**src/rtl/vga_display_ctrl.sv**
```systemverilog
// Display update controller: arbitrates two requesters into a one-entry shadow
// register and commits it to the live digit/instruction outputs at vertical blank.
module vga_display_ctrl #(
    parameter logic [7:0] TIMEOUT_FRAMES = 8'd180,
    parameter logic [3:0] MAX_DIGIT      = 4'd9
) (
    input  logic       clk,
    input  logic       reset,
    input  logic       vBlank,
    input  logic       req0_valid,
    input  logic [3:0] req0_digit,
    input  logic       req0_clear,
    output logic       req0_ready,
    input  logic       req1_valid,
    input  logic [3:0] req1_digit,
    input  logic       req1_clear,
    output logic       req1_ready,
    output logic [3:0] digit,
    output logic       digitEn,
    output logic       instrEn,
    output logic       busy,
    output logic       updErr
);

    typedef enum logic {
        ST_INSTR = 1'b0,
        ST_SHOW  = 1'b1
    } disp_state_t;

    logic        vb_sync1_q, vb_sync2_q, vb_prev_q, frame_tick_q;
    logic        prio_q, prio_d;
    logic        busy_q, busy_d;
    logic        sh_instr_q, sh_instr_d;
    logic [3:0]  sh_digit_q, sh_digit_d;
    logic        upd_err_q, upd_err_d;
    disp_state_t state_q, state_d;
    logic [3:0]  digit_q, digit_d;
    logic [7:0]  frame_cnt_q, frame_cnt_d;
    logic [7:0]  cnt_inc;

    logic       grant0, grant1, xfer, sel_clear, illegal;
    logic [3:0] sel_digit;

    // Handshake: a transfer happens on a cycle where reqN_valid & reqN_ready.
    // Ready is granted to at most one requester, only while the shadow is empty;
    // prio_q=0 favours req0 and flips away from the winner of every transfer.
    always_comb begin
        grant0    = req0_valid & ~busy_q & (~req1_valid | ~prio_q);
        grant1    = req1_valid & ~busy_q & (~req0_valid |  prio_q);
        xfer      = grant0 | grant1;
        sel_clear = grant1 ? req1_clear : req0_clear;
        sel_digit = grant1 ? req1_digit : req0_digit;
        illegal   = xfer & ~sel_clear & (sel_digit > MAX_DIGIT);
        cnt_inc   = (frame_cnt_q == 8'd255) ? 8'd255 : frame_cnt_q + 8'd1;
    end

    always_comb begin
        prio_d      = prio_q;
        busy_d      = busy_q;
        sh_instr_d  = sh_instr_q;
        sh_digit_d  = sh_digit_q;
        upd_err_d   = illegal;
        state_d     = state_q;
        digit_d     = digit_q;
        frame_cnt_d = frame_cnt_q;

        if (frame_tick_q && busy_q) begin
            busy_d      = 1'b0;
            frame_cnt_d = 8'd0;
            if (sh_instr_q) begin
                state_d = ST_INSTR;
            end else begin
                state_d = ST_SHOW;
                digit_d = sh_digit_q;
            end
        end else if (frame_tick_q && state_q == ST_SHOW) begin
            if (TIMEOUT_FRAMES != 8'd0 && cnt_inc == TIMEOUT_FRAMES) begin
                state_d     = ST_INSTR;
                frame_cnt_d = 8'd0;
            end else begin
                frame_cnt_d = cnt_inc;
            end
        end

        // A transfer only occurs with busy_q=0, so it never collides with a commit.
        if (xfer) begin
            prio_d = grant0;
            if (!illegal) begin
                busy_d     = 1'b1;
                sh_instr_d = sel_clear;
                sh_digit_d = sel_digit;
            end
        end
    end

    always_ff @(posedge clk) begin
        if (reset) begin
            vb_sync1_q   <= 1'b0;
            vb_sync2_q   <= 1'b0;
            vb_prev_q    <= 1'b0;
            frame_tick_q <= 1'b0;
            prio_q       <= 1'b0;
            busy_q       <= 1'b0;
            sh_instr_q   <= 1'b0;
            sh_digit_q   <= 4'd0;
            upd_err_q    <= 1'b0;
            state_q      <= ST_INSTR;
            digit_q      <= 4'd0;
            frame_cnt_q  <= 8'd0;
        end else begin
            vb_sync1_q   <= vBlank;
            vb_sync2_q   <= vb_sync1_q;
            vb_prev_q    <= vb_sync2_q;
            frame_tick_q <= vb_sync2_q & ~vb_prev_q;
            prio_q       <= prio_d;
            busy_q       <= busy_d;
            sh_instr_q   <= sh_instr_d;
            sh_digit_q   <= sh_digit_d;
            upd_err_q    <= upd_err_d;
            state_q      <= state_d;
            digit_q      <= digit_d;
            frame_cnt_q  <= frame_cnt_d;
        end
    end

    assign req0_ready = grant0;
    assign req1_ready = grant1;
    assign digit      = digit_q;
    assign digitEn    = (state_q == ST_SHOW);
    assign instrEn    = (state_q == ST_INSTR);
    assign busy       = busy_q;
    assign updErr     = upd_err_q;

endmodule

```
**config.mk**
```make
export PLATFORM = sky130hd
export DESIGN_NAME = vga_display_ctrl
export DESIGN_NICKNAME = d
export VERILOG_FILES = /design/src/rtl/vga_display_ctrl.sv
export SDC_FILE = /design/constraint.sdc
export NUM_CORES = 1
export LEC_CHECK = 0
export BUFFER_PORTS_ARGS = -buffer_cell sky130_fd_sc_hd__buf_4
export CAP_MARGIN = 10
export CORE_ASPECT_RATIO = 1.4
export CORE_MARGIN = 5
export CORE_UTILIZATION = 45
export DETAILED_ROUTE_END_ITERATION = 8
export PLACE_DENSITY_LB_ADDON = 0.08
export SETUP_SLACK_MARGIN = 0.05
export SLEW_MARGIN = 30
export SYNTH_ARGS = -nofsm -noshare
export SYNTH_HDL_FRONTEND = slang
export SYNTH_SLANG_ARGS = --single-unit
export TNS_END_PERCENT = 50
```
**constraint.sdc**
```tcl
create_clock -name clk -period 1.9 [get_ports clk]
set_input_delay 0.095 -clock clk [delete_from_list [all_inputs] [get_ports clk]]
set_output_delay 0.095 -clock clk [all_outputs]
set_load 0.01 [all_outputs]
```
==> results of run 1 <==
[sequential cells by signal (all words and copies together) (netlist names)]
signal,cells
busy,1
digit,4
digitEn,1
frame_cnt_q,8
frame_tick_q,1
prio_q,1
sh_digit_q,4
sh_instr_q,1
updErr,1
vb_prev_q,1
vb_sync1_q,1
vb_sync2_q,1
[Yosys cell counts (all sizes together), types with 3 or more instances]
| master | count |
|---|---|
| nor3 | 4 |
| buf | 4 |
| a31oi | 6 |
| a21oi | 8 |
| mux2 | 5 |
| o211ai | 4 |
| nor2 | 13 |
| o21ai | 5 |
| a211oi | 3 |
| inv | 7 |
| nand2 | 10 |
| dfxtp | 25 |
| nand3 | 4 |
| mux2i | 6 |
| nor2b | 7 |
[power by group]
group,switching (mW),internal [mW]
sequential,0.0125,0.545
clock,0.160,0.0806
combinational,0.0665,0.0692
total,0.239,0.695
[placed cells by master (no fill, tap or decap), types with 2 or more instances in the layout]
cell	count
buf_4	26
nor3_1	4
inv_1	6
nand4_1	2
nand2b_1	2
mux2_2	3
mux2i_1	6
nand2_1	9
nand3_1	4
a21oi_1	8
nor2b_1	7
a211oi_1	3
dfxtp_1	25
clkbuf_4	3
a31oi_1	6
o211ai_1	4
nor2_1	13
o21ai_0	3
[cells by family after synthesis]
family	Yosys count	synth area share
simple gates	48	0.214
compound gates	34	0.196
flops	25	0.418
buf+inv	13	0.0470
mux	11	0.100
xor+xnor	2	0.0146
fa+ha+maj	1	0.0104
[metal layers]
layer,part of all wire,global-route usage,up-vias
li1,-,-,533
met1,0.39,0.165,490
met2,0.57,0.277,19
met3,0.030,0.0274,5
met4,0.018,0.0597,0
met5,0,0,-
[through the flow]
stage / utilization / hold slack (ps)
final: 0.561 / 59.6
after global routing: 0.561 / 47.7
after CTS: 0.560 / 49.0
after detailed placement: 0.544 / 315
after global placement: 0.544 / 311
after floorplan: - / 223
[cell type report]
class / count / share of cell area
clock inverters: 1 / 0.00517
flip-flops and latches: 25 / 0.345
multi-input cells: 96 / 0.444
repair buffers: 27 / 0.141
clock buffers: 3 / 0.0155
inverters: 7 / 0.0181
well taps: 36 / 0.0310
[critical path, cell delays in order (launching register included)]
cell and delay (ps):
dfxtp_1 450, ha_2 300, xnor2_1 90, nor3_1 170, o211ai_1 170, nor3b_4 300, a31oi_1 110
[final timing paths]
check	depth (start not counted)	slack, ps	endpoint	from
setup / recovery	6	200	digitEn	frame_cnt_q[0]
hold / removal	3	60	sh_instr_q	req0_clear
setup reg to reg	6	200	digitEn	frame_cnt_q[0]
hold reg to reg	1	400	frame_tick_q	vb_prev_q
[what timing repair did]
action / 4_1_cts / 5_1_grt
endpoints found under the hold margin: 1 / 0
gates resized for setup: 0 / 1
setup buffers: 0 / 0
hold buffers: 1 / 0
endpoints found under the setup margin: 0 / 3
==> run summary, run 1 <==
status -> finished, final reports clean
Max Clk Rate -> 0.587 GHz
FF+latch area -> 500 um2
Worst Setup Start Kind -> flop
Yosys warning count -> 0
Hold Crit Class -> primary input to flop
Die Y -> 71.1 um
hpwl dp -> 2010 um
Pre-Repair DR Iteration Count -> 4
Post-Route WL -> 2660 um
Syn Nets -> 150
Final ANT Viol Nets -> 0
Pwr Density -> 644 nW/um2
fin crit period -> 1700 ps
Mapped Area -> 1200 um2
CTS Buf Count -> 3
Core Box Area -> 2590 um2
Post-synth EDFFs -> 0
final instance area -> 1450 um2
Tcrit/Tclk final -> 0.897
Area contributors post-synth -> dfxtp_1, mux2i_1, nor2_1
Worst EP arrival -> 1920 ps
largest net degree at the start of global routing -> 19
RSZ-0062 raised after global routing -> false
P_leak -> 0.591 nW
Vias -> 1047
Routability Congestion -> 0.855
Yosys top cell by area -> dfxtp_1
Starting Density -> 0.463
Yosys reg bits -> 25
fin cells -> 195
initial antenna violation count -> 0
nets@finish -> 176
die area -> 3810 um2
pre-CTS setup slack -> 160 ps
Final Max Tran Viols -> 0
clk sinks -> 25
final setup margin -> 195 ps
worst slew pin tran -> 397 ps
Iter 0 DRT Violations -> 31
share of cells above drive strength 1 -> 0.264
number of I/O pins -> 25
gr ovfl total -> 0
Root Driver -> clkbuf_4
ant diodes -> 0
share of Yosys cell area claimed by the top area cell type -> 0.418
Horiz. Die Dim -> 53.6 um
Placed Cells -> 190
Req. time, crit path -> 2120 ps
worst skew pair latency -> 320 ps
DRC -> 0
H-tree depth -> 1
Rel. slew slack -> 0.735
CTS tree -> built
IO buf count -> 24
GRT Total Usage -> 0.152
final setup fails -> 0
predominant post-synthesis flop cell -> dfxtp_1
Fin Setup TNS -> 0 ps
sequential element share of the synthesized area -> 0.418
area of the multi-input gates -> 644 um2
average cell area after synthesis -> 8.95 um2
final hold viol count -> 0
max-cap violations -> 0
fillers -> 261
first-pass GRT wire length -> 4410 um
clock slew at reported path FFs -> 140 ps
cell row count -> 22
post-synthesis cell count -> 134
clk buf depth -> 2
Placed Area -> 1410 um2
Max IR drop VDD -> 0.474 mV
Crit. End Element -> flop
ys async rst share -> 0
Power, Total -> 935 uW
Setup Skew -> 5.33 ps
drt wl/cell -> 13.6 um
vias in the first global route -> 991
CP Max Fanout -> 8
worst setup path class -> flop to flop
Area Overhead vs Synth -> 21.1%
Avg Vias per Cell -> 5.37
synth unique cells -> 42
Power figures use the tool's default switching activity.
==> run 2, diff against run 1 <==
--- a/config.mk
+++ b/config.mk
@@ -12,6 +12,7 @@
 export CORE_UTILIZATION = 45
 export DETAILED_ROUTE_END_ITERATION = 8
 export PLACE_DENSITY_LB_ADDON = 0.08
+export REMOVE_ABC_BUFFERS = 1
 export SETUP_SLACK_MARGIN = 0.05
 export SLEW_MARGIN = 30
 export SYNTH_ARGS = -nofsm -noshare
==> run summary, run 2 (synthesis results as in run 1) <==
Vias -> 1035 (-1.1%)
Fin Setup TNS -> 0 ps (unchanged)
GR Util met1 -> 0.174 (+0.00864)
max FFs per register -> 8 (unchanged)
Avg Vias per Cell -> 5.31 (-1.1%)
IO buf count -> 24 (unchanged)
Die Y -> 71.1 um (unchanged)
Hold Crit Class -> primary input to flop
number of I/O pins -> 25 (unchanged)
Placed Cells -> 190 (unchanged)
ant diodes -> 0 (unchanged)
pre-CTS setup slack -> 159 ps (-0.949 ps)
Tcrit/Tclk final -> 0.886 (-0.0108)
GRT Total Usage -> 0.158 (+0.00655)
worst r2r dst -> digitEn
worst setup path class -> flop to flop
CTS tree -> built
Max Clk Rate -> 0.594 GHz (+1.2%)
Root Driver -> clkbuf_4
final instance area -> 1450 um2 (about the same)
Post-Route WL -> 2640 um (-0.68%)
H-tree depth -> 1 (unchanged)
grt met2 use -> 0.285 (+0.00819)
gr ovfl total -> 0 (unchanged)
drt wl/cell -> 13.5 um (-0.68%)
Routability Congestion -> 0.834 (-2.4%)
nets@finish -> 176 (unchanged)
P_leak -> 0.592 nW (about the same)
hpwl dp -> 2080 um (+3.4%)
met3 global-route usage -> 0.0274 (unchanged)
Final ANT Viol Nets -> 0 (unchanged)
die area -> 3810 um2 (unchanged)
final setup fails -> 0 (unchanged)
Crit. End Element -> flop
CP Max Fanout -> 8 (unchanged)
Hold Path Depth -> 3 (unchanged)
Min-Delay Startpoint -> req1_clear
fin crit period -> 1680 ps (-20.5 ps)
Final Max Tran Viols -> 0 (unchanged)
vias in the first global route -> 1038 (+4.7%)
Final Util -> 0.561 (about the same)
clk buf depth -> 2 (unchanged)
Area Overhead vs Synth -> 21.2% (about the same)
most frequent cells in the layout -> buf_4, dfxtp_1, nor2_1
share of cells above drive strength 1 -> 0.270 (+0.00629)
cell row count -> 22 (unchanged)
largest net degree at the start of global routing -> 19 (unchanged)
Horiz. Die Dim -> 53.6 um (unchanged)
most common cell after layout, fill and taps aside -> buf_4
Sw Ratio -> 0.260 (+0.00356)
clk sinks -> 25 (unchanged)
DRC -> 0 (unchanged)
status -> finished, final reports clean
Combinational Power Share -> 0.144 (about the same)
WHS Endpoint -> sh_instr_q
register bank with the most flops -> frame_cnt_q
grt peak-use layer -> met2
Worst Setup Start Kind -> flop
Placed Area -> 1410 um2 (unchanged)
Max IR drop VDD -> 0.471 mV (-0.54%)
sequential share of power -> 0.594 (-0.003)
CTS Buf Count -> 3 (unchanged)
Worst Reg-to-Reg Cells -> 5 (-1)
launch point of the worst reg-to-reg path -> frame_cnt_q[2]
Req. time, crit path -> 2120 ps (about the same)
clock slew at reported path FFs -> 150 ps (about the same)
Rel. slew slack -> 0.741 (+0.00529)
Clk pwr share -> 0.262 (+0.004)
Starting Density -> 0.463 (unchanged)
Pwr Density -> 646 nW/um2 (+0.39%)
max-cap violations -> 0 (unchanged)
first-pass GRT wire length -> 4570 um (+3.6%)
worst slew pin tran -> 389 ps (-7.94 ps)
Setup Skew -> 9.59 ps (+4.25 ps)
Cell Int Power -> 695 uW (about the same)
RSZ-0062 raised after global routing -> false
Core Box Area -> 2590 um2 (unchanged)
Pre-Repair DR Iteration Count -> 4 (unchanged)
Worst EP arrival -> 1900 ps (-20 ps)
final hold viol count -> 0 (unchanged)
Setup Fix Bufs, Post-CTS -> 0 (unchanged)
fin cells -> 195 (unchanged)
Iter 0 DRT Violations -> 14 (-55%)
Worst R2R Setup Slack -> 220 ps (+20 ps)
final setup margin -> 216 ps (+20.5 ps)
worst skew pair latency -> 320 ps (about the same)
Psw -> 244 uW (+1.9%)
initial antenna violation count -> 0 (unchanged)
[run 2: cell types whose count changed in the layout (fill, tap and decap cells not counted)]
cell / previous run / this run
dfxtp_2: 0 / 1
dfxtp_1: 25 / 24
[run 2: power groups by stage]
stage          registers [mW]  clock network, mW  logic [mW]
2_1_floorplan           0.571                  0      0.0691
3_3_place_gp            0.569                  0       0.133
3_5_place_dp            0.569                  0       0.136
4_1_cts                 0.558              0.258       0.138
5_1_grt                 0.561              0.284       0.151
6_report                0.558              0.246       0.136
[run 2: stage by stage]
| step | total power, mW | hold WS [ps] |
|---|---|---|
| 2_1_floorplan | 0.640 | 164 |
| 3_3_place_gp | 0.702 | 312 |
| 3_5_place_dp | 0.705 | 314 |
| 4_1_cts | 0.954 | 42.6 |
| 5_1_grt | 0.996 | 58.1 |
| 6_report | 0.939 | 52.4 |
[run 2: area by class of cell]
type	count	area, um2
repair buffers	27	205
well taps	36	45.0
clock buffers	3	22.5
fillers	265	1130
inverters	7	26.3
multi-input cells	96	644
flip-flops and latches	25	502
clock inverters	1	7.51
[run 2: timing repair]
item	in CTS	in global routing
hold buffers	1	0
gates resized for setup	0	2
setup endpoints to repair	0	4
endpoints found under the hold margin	1	0
[run 2: worst max-delay path by stage]
stage                         startpoint       to  slack [ps]  cells after the start
after CTS                 frame_cnt_q[0]  digitEn         140                      6
after detailed placement  frame_cnt_q[0]  digitEn         160                      6
after global routing      frame_cnt_q[2]  digitEn         100                      5
after global placement    frame_cnt_q[0]  digitEn         200                      6
after floorplan           frame_cnt_q[0]  digitEn         340                      6
final                     frame_cnt_q[2]  digitEn         220                      5
[run 2: per-layer routing]
layer	routed length [um]	share of wire
met1	1030	0.39
met2	1500	0.57
met3	72	0.027
met4	44	0.017
met5	0	0
[run 2: critical path: stages (launching register included)]
cell     delay, ps
dfxtp_1        500
and4_4         300
nand2_2         70
mux2_4         320
nor3b_4        270
a31oi_1        110
==> run 3, diff against run 2 <==
--- a/config.mk
+++ b/config.mk
@@ -6,10 +6,11 @@
 export NUM_CORES = 1
 export LEC_CHECK = 0
 export BUFFER_PORTS_ARGS = -buffer_cell sky130_fd_sc_hd__buf_4
-export CAP_MARGIN = 10
+export CELL_PAD_IN_SITES_DETAIL_PLACEMENT = 1
+export CELL_PAD_IN_SITES_GLOBAL_PLACEMENT = 2
 export CORE_ASPECT_RATIO = 1.4
 export CORE_MARGIN = 5
-export CORE_UTILIZATION = 45
+export CORE_UTILIZATION = 31
 export DETAILED_ROUTE_END_ITERATION = 8
 export PLACE_DENSITY_LB_ADDON = 0.08
 export REMOVE_ABC_BUFFERS = 1
==> run summary, run 3 (synthesis results as in run 1) <==
status -> finished, final reports clean
clk buf depth -> 2 (unchanged)
fillers -> 452 (+71%)
P_leak -> 0.601 nW (+1.6%)
GR Util met1 -> 0.123 (-0.0509)
cell row count -> 26 (+18%)
IO buf count -> 24 (unchanged)
Rel. slew slack -> 0.700 (-0.0401)
Placed Cells -> 196 (+3.2%)
first-pass GRT wire length -> 5350 um (+17%)
worst r2r dst -> digitEn
Combinational Power Share -> 0.127 (-0.017)
Pre-Repair DR Iteration Count -> 4 (unchanged)
Worst setup endpoint -> digitEn
number of I/O pins -> 25 (unchanged)
CP max stage delay -> 400 ps (-100 ps)
Avg Vias per Cell -> 5.41 (+1.9%)
register bank with the most flops -> frame_cnt_q
met3 global-route usage -> 0.0229 (-0.00446)
final setup fails -> 0 (unchanged)
Cell Int Power -> 758 uW (+9.1%)
Worst Setup Start Kind -> flop
Root Driver -> clkbuf_8
final setup margin -> 242 ps (+26.5 ps)
Hold Crit Class -> primary input to flop
Worst EP arrival -> 1810 ps (-90 ps)
fin cells -> 201 (+3.1%)
ant diodes -> 0 (unchanged)
vias in the first global route -> 1190 (+15%)
most frequent cells in the layout -> buf_4, dfxtp_1, nor2_1
largest net degree at the start of global routing -> 19 (unchanged)
Req. time, crit path -> 2050 ps (-70 ps)
Routability Congestion -> 0.872 (+4.5%)
Final Max Tran Viols -> 0 (unchanged)
H-tree depth -> 1 (unchanged)
Vias -> 1087 (+5.0%)
worst setup path startpoint -> frame_cnt_q[1]
share of cells above drive strength 1 -> 0.277 (+0.00629)
delay-heaviest family, CP -> simple AND/OR/NAND/NOR gates
Sw Ratio -> 0.253 (-0.00717)
Max Clk Rate -> 0.603 GHz (+1.6%)
Horiz. Die Dim -> 62.6 um (+17%)
CTS tree -> built
# hold bufs at CTS -> 0 (-1)
RSZ-0062 raised after global routing -> false
Tcrit/Tclk final -> 0.872 (-0.0139)
die area -> 5230 um2 (+37%)
nets@finish -> 176 (unchanged)
worst slew pin tran -> 449 ps (+60.2 ps)
clk sinks -> 25 (unchanged)
Psw -> 256 uW (+5.0%)
CP max stage cell -> dfxtp_1
fin crit period -> 1660 ps (-26.5 ps)
Worst R2R Setup Slack -> 240 ps (+30 ps)
grt peak-use layer -> met2
final hold viol count -> 0 (unchanged)
Die Y -> 83.6 um (+18%)
Post-Route WL -> 3120 um (+18%)
FF+latch area -> 502 um2 (unchanged)
GRT Total Usage -> 0.124 (-0.0343)
Final ANT Viol Nets -> 0 (unchanged)
Max IR drop VDD -> 0.438 mV (-7.1%)
Pwr Density -> 687 nW/um2 (+6.3%)
drt wl/cell -> 15.5 um (+15%)
Starting Density -> 0.323 (-0.140)
stages on the worst setup path -> 6 (+1)
max FFs per register -> 8 (unchanged)
Core Box Area -> 3710 um2 (+43%)
Iter 0 DRT Violations -> 19 (+5)
Final Util -> 0.398 (-0.163)
CTS Buf Count -> 3 (unchanged)
CP cell instances -> ha_2 -> xnor2_1 -> nor3_1 -> o211ai_1 -> nor3b_4 -> a31oi_1
worst setup path class -> flop to flop
initial antenna violation count -> 0 (unchanged)
Worst Reg-to-Reg Cells -> 6 (+1)
Hold Path Depth -> 2 (-1)
worst skew pair latency -> 270 ps (-50 ps)
Area Overhead vs Synth -> 23.2%
hpwl dp -> 2510 um (+21%)
Crit. End Element -> flop
max-cap violations -> 0 (unchanged)
gr ovfl total -> 0 (unchanged)
most common cell after layout, fill and taps aside -> buf_4
area of the multi-input gates -> 644 um2 (unchanged)
pre-CTS setup slack -> 160 ps (+1.33 ps)
clock slew at reported path FFs -> 90 ps (-60 ps)
sequential share of power -> 0.553 (-0.041)
crit path buf inv count -> 0 (unchanged)
grt met2 use -> 0.237 (-0.0483)
Fin Setup TNS -> 0 ps (unchanged)
Setup Skew -> 6.48 ps (-3.11 ps)
CP Max Fanout -> 8 (unchanged)
launch point of the worst reg-to-reg path -> frame_cnt_q[1]
Clk pwr share -> 0.320 (+0.058)
DRC -> 0 (unchanged)
-- run 3: cell types whose count changed in the layout (fill, tap and decap cells not counted) --
cell	previous run	this run
clkbuf_8	0	3
clkbuf_4	3	0
buf_4	26	27
dlygate4sd3_1	1	0
-- run 3: per-layer routing --
metal	vias to the layer above	wire length, um
met5	-	0
met4	0	77
met3	8	105
met2	25	1740
met1	525	1190
li1	529	-
-- run 3: cell type report --
| class | count | area share |
|---|---|---|
| Multi-Input combinational cell | 96 | 0.436 |
| Clock inverter | 1 | 0.00508 |
| Sequential cell | 25 | 0.340 |
| Timing Repair Buffer | 27 | 0.137 |
| Clock buffer | 3 | 0.0280 |
| Inverter | 7 | 0.0178 |
| Tap cell | 42 | 0.0356 |
-- run 3: power groups by stage --
stage / Clock (mW) / Combinational, mW / Sequential [mW]
final: 0.325 / 0.129 / 0.561
after global routing: 0.365 / 0.142 / 0.564
after CTS: 0.339 / 0.131 / 0.561
after detailed placement: 0 / 0.131 / 0.573
after global placement: 0 / 0.128 / 0.572
after floorplan: 0 / 0.0691 / 0.571
-- run 3: stage by stage --
stage          total power [mW]  instance area [um2]  hold slack, ps
2_1_floorplan             0.640                 1170             164
3_3_place_gp              0.700                 1420             304
3_5_place_dp              0.704                 1420             343
4_1_cts                    1.03                 1470            52.8
5_1_grt                    1.07                 1480            35.1
6_report                   1.01                 1480            47.9
-- run 3: worst min path at each step --
stage | from | end | slack (ps)
2_1_floorplan | reset | busy | 160
3_3_place_gp | vBlank | vb_sync1_q | 300
3_5_place_dp | vBlank | vb_sync1_q | 340
4_1_cts | vBlank | vb_sync1_q | 50
5_1_grt | vBlank | vb_sync1_q | 40
6_report | vBlank | vb_sync1_q | 50
-- run 3: repair_timing --
action                                 4_1_cts  5_1_grt
setup buffers                                0        1
gates resized for setup                      0        2
setup endpoints to repair                    0        4
endpoints found under the hold margin        0        0
-- run 3: worst register-to-register path, delay by kind of cell, from the launching register on --
kind	cells	cell delay [ps]
and+or+nand+nor	2	470
xor gates and xnor gates	1	80
AOI/OAI and AO/OA	2	300
adders and majority gates	1	290
DFF	1	400
